`config.mk`:
```
export PLATFORM = sky130hd
export DESIGN_NAME = reg_write_port_flat
export DESIGN_NICKNAME = d
export VERILOG_FILES = /design/src/rtl/regfile_pkg.sv /design/src/rtl/reg_write_port_if.sv /design/src/rtl/decoder32.sv /design/src/rtl/reg_write_fifo.sv /design/src/rtl/reg_write_port.sv /design/src/flat_wrapper.sv
export SDC_FILE = /design/constraint.sdc
export NUM_CORES = 1
export LEC_CHECK = 0
export ABC_AREA = 0
export CORE_AREA = 2 2 131 133
export CTS_BUF_LIST = sky130_fd_sc_hd__clkbuf_4 sky130_fd_sc_hd__clkbuf_8
export CTS_CLUSTER_SIZE = 10
export DETAILED_ROUTE_END_ITERATION = 6
export DIE_AREA = 0 0 133 135
export DONT_BUFFER_PORTS = 1
export PLACE_DENSITY = 0.63
export SYNTH_ARGS = -nofsm -noshare
export SYNTH_HDL_FRONTEND = slang
export SYNTH_HIERARCHICAL = 1
export SYNTH_SLANG_ARGS = --single-unit
```
`constraint.sdc`:
```
create_clock -name clock -period 4.8 [get_ports clock]
set_input_delay 0.72 -clock clock [delete_from_list [all_inputs] [get_ports clock]]
set_output_delay 0.72 -clock clock [all_outputs]
set_load 0.05 [all_outputs]
```
`src/rtl/regfile_pkg.sv`:
```
// Shared register-file types: address/data widths and the pending-write entry.
package regfile_pkg;

  localparam int unsigned REG_ADDR_W = 5;
  localparam int unsigned NREGS      = 32;
  localparam int unsigned WIDTH      = 32;

  typedef struct packed {
    logic [REG_ADDR_W-1:0] addr;
    logic [WIDTH-1:0]      data;
  } wr_entry_t;

endpackage

```
`src/rtl/reg_write_port_if.sv`:
```
// Writeback request handshake between the pipeline (master) and the write port (slave).
interface reg_write_port_if;
  import regfile_pkg::*;

  logic                  wr_valid;
  logic                  wr_ready;
  logic [REG_ADDR_W-1:0] wr_addr;
  logic [WIDTH-1:0]      wr_data;

  modport master (output wr_valid, output wr_addr, output wr_data, input wr_ready);
  modport slave  (input wr_valid, input wr_addr, input wr_data, output wr_ready);

endinterface

```
`src/rtl/decoder32.sv`:
```
// 5-to-32 one-hot decoder with enable; all-zero output when disabled.
module decoder32 (
  input  logic        en,
  input  logic [4:0]  sel,
  output logic [31:0] dec
);

  assign dec = en ? (32'(1) << sel) : 32'(0);

endmodule

```
`src/rtl/reg_write_fifo.sv`:
```
// In-order pending-write FIFO; storage is exposed so the top can run the forwarding search.
module reg_write_fifo
  import regfile_pkg::*;
#(
  parameter int unsigned DEPTH = 2
) (
  input  logic                          clock,
  input  logic                          ctrl_reset,
  input  logic                          push,
  input  wr_entry_t                     push_entry,
  input  logic                          pop,
  output wr_entry_t [DEPTH-1:0]         entries,
  output logic [$clog2(DEPTH)-1:0]      rd_ptr,
  output logic [$clog2(DEPTH):0]        count
);

  localparam int unsigned PTR_W = $clog2(DEPTH);
  localparam int unsigned CNT_W = PTR_W + 1;

  logic [PTR_W-1:0] wr_ptr;

  // Caller guarantees push only when not full and pop only when not empty.
  always_ff @(posedge clock or posedge ctrl_reset) begin
    if (ctrl_reset) begin
      entries <= '0;
      wr_ptr  <= '0;
      rd_ptr  <= '0;
      count   <= '0;
    end else begin
      if (push) begin
        entries[wr_ptr] <= push_entry;
        wr_ptr          <= wr_ptr + PTR_W'(1);
      end
      if (pop) begin
        rd_ptr <= rd_ptr + PTR_W'(1);
      end
      count <= count + CNT_W'(push) - CNT_W'(pop);
    end
  end

endmodule

```
`src/rtl/reg_write_port.sv`:
```
// Register-file write port: buffers writebacks, drains one per cycle as a registered
// one-hot enable + data, and forwards pending writes to readers.
module reg_write_port
  import regfile_pkg::*;
#(
  parameter int unsigned DEPTH = 2
) (
  input  logic                     clock,
  input  logic                     ctrl_reset,
  reg_write_port_if.slave          wr,
  input  logic                     hold,
  output logic [NREGS-1:0]         we_onehot,
  output logic [WIDTH-1:0]         we_data,
  input  logic [REG_ADDR_W-1:0]    fwd_addr,
  output logic                     fwd_hit,
  output logic [WIDTH-1:0]         fwd_data,
  output logic [$clog2(DEPTH):0]   pend_count
);

  localparam int unsigned PTR_W = $clog2(DEPTH);
  localparam int unsigned CNT_W = PTR_W + 1;

  wr_entry_t [DEPTH-1:0] entries;
  logic [PTR_W-1:0]      rd_ptr;
  wr_entry_t             push_entry_c;
  wr_entry_t             head_c;
  logic                  accept_c;
  logic                  push_c;
  logic                  pop_c;
  logic [NREGS-1:0]      dec_c;

  // Ready looks only at registered occupancy, never at a same-cycle pop.
  assign wr.wr_ready   = (pend_count < CNT_W'(DEPTH));
  assign accept_c      = wr.wr_valid & wr.wr_ready;
  assign push_c        = accept_c & (wr.wr_addr != '0);
  assign pop_c         = (pend_count != '0) & ~hold;
  assign push_entry_c  = {wr.wr_addr, wr.wr_data};
  assign head_c        = entries[rd_ptr];

  reg_write_fifo #(.DEPTH(DEPTH)) u_fifo (
    .clock      (clock),
    .ctrl_reset (ctrl_reset),
    .push       (push_c),
    .push_entry (push_entry_c),
    .pop        (pop_c),
    .entries    (entries),
    .rd_ptr     (rd_ptr),
    .count      (pend_count)
  );

  decoder32 u_dec (
    .en  (pop_c),
    .sel (head_c.addr),
    .dec (dec_c)
  );

  // Output stage; bit 0 is masked so register 0 can never be written.
  always_ff @(posedge clock or posedge ctrl_reset) begin
    if (ctrl_reset) begin
      we_onehot <= '0;
      we_data   <= '0;
    end else begin
      we_onehot <= dec_c & ~NREGS'(1);
      if (pop_c) begin
        we_data <= head_c.data;
      end
    end
  end

  // Scan oldest to youngest so the youngest match wins; output stage is lowest priority.
  always_comb begin
    fwd_hit  = 1'b0;
    fwd_data = '0;
    if (we_onehot[fwd_addr]) begin
      fwd_hit  = 1'b1;
      fwd_data = we_data;
    end
    for (int k = 0; k < DEPTH; k++) begin
      if ((CNT_W'(k) < pend_count) &&
          (entries[PTR_W'(rd_ptr + PTR_W'(k))].addr == fwd_addr)) begin
        fwd_hit  = 1'b1;
        fwd_data = entries[PTR_W'(rd_ptr + PTR_W'(k))].data;
      end
    end
    if (fwd_addr == '0) begin
      fwd_hit  = 1'b0;
      fwd_data = '0;
    end
  end

endmodule
```
`src/flat_wrapper.sv`:
```
// flat-port wrapper written by rule: the top's interface ports become plain ports
module reg_write_port_flat import regfile_pkg::*;
#(
  parameter int unsigned DEPTH = 2
)
  (clock, ctrl_reset, hold, we_onehot, we_data, fwd_addr, fwd_hit, fwd_data, pend_count, wr_wr_valid, wr_wr_addr, wr_wr_data, wr_wr_ready);
  reg_write_port_if wr_i ();
  input  logic clock;
  input  logic ctrl_reset;
  input  logic hold;
  output logic [NREGS-1:0] we_onehot;
  output logic [WIDTH-1:0] we_data;
  input  logic [REG_ADDR_W-1:0] fwd_addr;
  output logic fwd_hit;
  output logic [WIDTH-1:0] fwd_data;
  output logic [$clog2(DEPTH):0] pend_count;
  input wire logic [$bits(wr_i.wr_valid)-1:0] wr_wr_valid;
  input wire logic [$bits(wr_i.wr_addr)-1:0] wr_wr_addr;
  input wire logic [$bits(wr_i.wr_data)-1:0] wr_wr_data;
  output wire logic [$bits(wr_i.wr_ready)-1:0] wr_wr_ready;
  assign wr_i.wr_valid = wr_wr_valid;
  assign wr_i.wr_addr = wr_wr_addr;
  assign wr_i.wr_data = wr_wr_data;
  assign wr_wr_ready = wr_i.wr_ready;
  reg_write_port #(.DEPTH(DEPTH)) u_core (.clock(clock), .ctrl_reset(ctrl_reset), .wr(wr_i), .hold(hold), .we_onehot(we_onehot), .we_data(we_data), .fwd_addr(fwd_addr), .fwd_hit(fwd_hit), .fwd_data(fwd_data), .pend_count(pend_count));
endmodule
```
==> results.yml <==
status:
  status: "finished, final reports clean"
cells_and_area:
  mostFrequentLayoutCell: "dfrtp_1"
  final_util: 0.504
  final_layout_size_suffix_gt1_frac: 0.312
  n_antenna_cell: 0
  final_area_um2: 8280
  register_area_um2: 3530
  nets: 699
  area_growth_pct: 9.07
  multi_input_area_um2: 3700
  mostFrequentLayoutCells: "140 x dfrtp_1, 79 x mux2_2, 44 x buf_4, 44 x mux2i_1, 35 x nand2_1"
  nFillCells: 1460
critical_path:
  cpMaxStageDelayCell: "or4b_4"
  cp_max_fo: 65
  crit_family: "simple AND/OR/NAND/NOR gates"
  critPathKind: "reg2out"
  cp_common_cell: "buf_4"
  cp_num_cells: 7
  critPathArrivalTime_ns: 3.76
  reg2reg_depth: 4
  end_kind: "primary output"
  reg2reg_slack_ns: 1.85
  crit_chain: "buf_4, mux2i_1, a222oi_1, or4b_4, or3_1, a31oi_1, buf_4"
  critPathRequiredTime_ns: 4.08
  cp_num_buf_inv: 2
  slowest_delay_ns: 0.82
  start_kind: "flip-flop"
power_and_ir_drop:
  power_frac_clock: 0.144
  power_density_nw_per_um2: 784
  seqPwrFrac: 0.411
  power_leakage_uw: 0.00362
  p_comb_frac: 0.445
  p_switching_uw: 3140
  cellInternalPower_uw: 3350
  ir_drop_uv: 421
  p_sw_frac: 0.484
placed_design:
  dp_hpwl_um: 12500
  portBuffers: 0
  gp_routability_congestion: 0.800
  dpl_cell_area_um2: 7890
sta:
  rsz0062_at_grt: "false"
  fin_crit_ns: 4.48
  fin_skew_ns: 0.0138
  slew_headroom: 0.306
  finalHoldViolCount: 0
  fmax_mhz: 223
  tightest_slew_ns: 1.04
  drv_slew: 0
  fin_crit_sh: 0.934
  setup_viol: 0
  fin_setup_tns_ns: 0
clock_network:
  cts_tree: "done"
  clk_latency_ns: 0.46
  cts_resized: 0
  cts_setup_buffers: 0
  cts-buffers-inserted: 17
  htreeDepth: 4
  clkTransAtPathRegs_ns: 0.09
  cts_sinks: 141
  clockRootBuffer: "clkbuf_8"
  clock_path_buffers: 2
  cts_hold_buf: 0
floorplanning:
  core_um2: 16400
  start_util: 0.463
  die_y_um: 135
  rows: 47
  die-area_um2: 18000
  die_width_um: 133
  io_pins: 146
detailed_routing:
  drt_wl_total_um: 19400
  drt_iter0_drc: 451
  drc: 0
  routedWlPerCell_um: 21.9
  via_per_inst: 6.14
  drt_first_pass_iters: 5
  postRouteAntennaNets: 0
  vias: 5427
grt:
  overflow: 0
  grt.total_usage: 0.222
  grt_pass1_vias: 5631
  grt_use_met1: 0.273
  grt_busiest_layer: "met2"
  grt_pass1_wl_um: 31000
  grt_use_met3: 0.0578
  grt_use_met2: 0.377
  antenna_found_initial: 0
  grt_max_degree: 66
hold_path:
  hold_path_class: "in2async"
yosys:
  syn_nets: 699
  synthCells: 651
  synth_area_um2: 7590
  yosysWarnings: 6
  syn_area_per_cell_um2: 11.7
flow_run:
  maxCapViolCount: 0
-- per-stage QoR --
step	instances	worst slack (ns)	power (uW)	hold WS, ns
floorplan	651	0.946	4910	0.473
CTS	884	0.351	6520	0.224
global placement	852	0.989	5450	0.488
global route	884	0.167	6860	0.260
detailed placement	852	0.850	5580	0.500
finish	884	0.319	6490	0.231
-- final cells by class --
class / count / area share
multi-input cells: 435 / 0.447
flip-flops and latches: 141 / 0.427
well taps: 220 / 0.0333
inverters: 12 / 0.00559
repair buffers: 44 / 0.0399
clock inverters: 13 / 0.0156
clock buffers: 19 / 0.0316
-- metal layers --
metal	up-vias	part of all wire
met5	-	0
met4	0	0.018
met3	26	0.069
met2	204	0.51
met1	2764	0.40
li1	2433	-
-- worst register-to-register path: stages, from the launching register on --
cell and delay (ns):
dfrtp_1 0.83, inv_1 0.45, o311a_1 0.30, nand2_2 0.79, mux2_2 0.46
-- state kept, by name, indices dropped and copies added (netlist names) --
| name | count |
|---|---|
| u_core/u_fifo/entries | 74 |
| u_core/u_fifo/count | 2 |
| u_core/we_onehot | 31 |
| u_core/we_data | 32 |
| u_core/u_fifo/rd_ptr | 1 |
| u_core/u_fifo/wr_ptr | 1 |
-- worst paths after layout --
kind	from	end
hold reg to reg	u_core/u_fifo/wr_ptr$_DFFE_PP0P_	u_core/u_fifo/wr_ptr$_DFFE_PP0P_
min in group clock	wr_wr_data[10]	u_core/u_fifo/entries[47]$_DFFE_PP0P_
hold / removal	ctrl_reset	u_core/u_fifo/entries[11]$_DFFE_PP0P_
max in group asynchronous	ctrl_reset	u_core/u_fifo/rd_ptr$_DFFE_PP0P_
setup reg to reg	u_core/u_fifo/count[1]$_DFF_PP0_	u_core/u_fifo/entries[55]$_DFFE_PP0P_
setup / recovery	u_core/u_fifo/rd_ptr$_DFFE_PP0P_	fwd_data[31]
-- power groups by stage --
| stage | logic, uW | registers [uW] | clock network (uW) |
|---|---|---|---|
| after detailed placement | 2880 | 2690 | 0 |
| after CTS | 2890 | 2670 | 963 |
| after floorplan | 2360 | 2540 | 0 |
| after global routing | 3100 | 2740 | 1020 |
| final | 2890 | 2670 | 936 |
| after global placement | 2810 | 2650 | 0 |
Note: power is estimated with default switching activity, not from simulation.
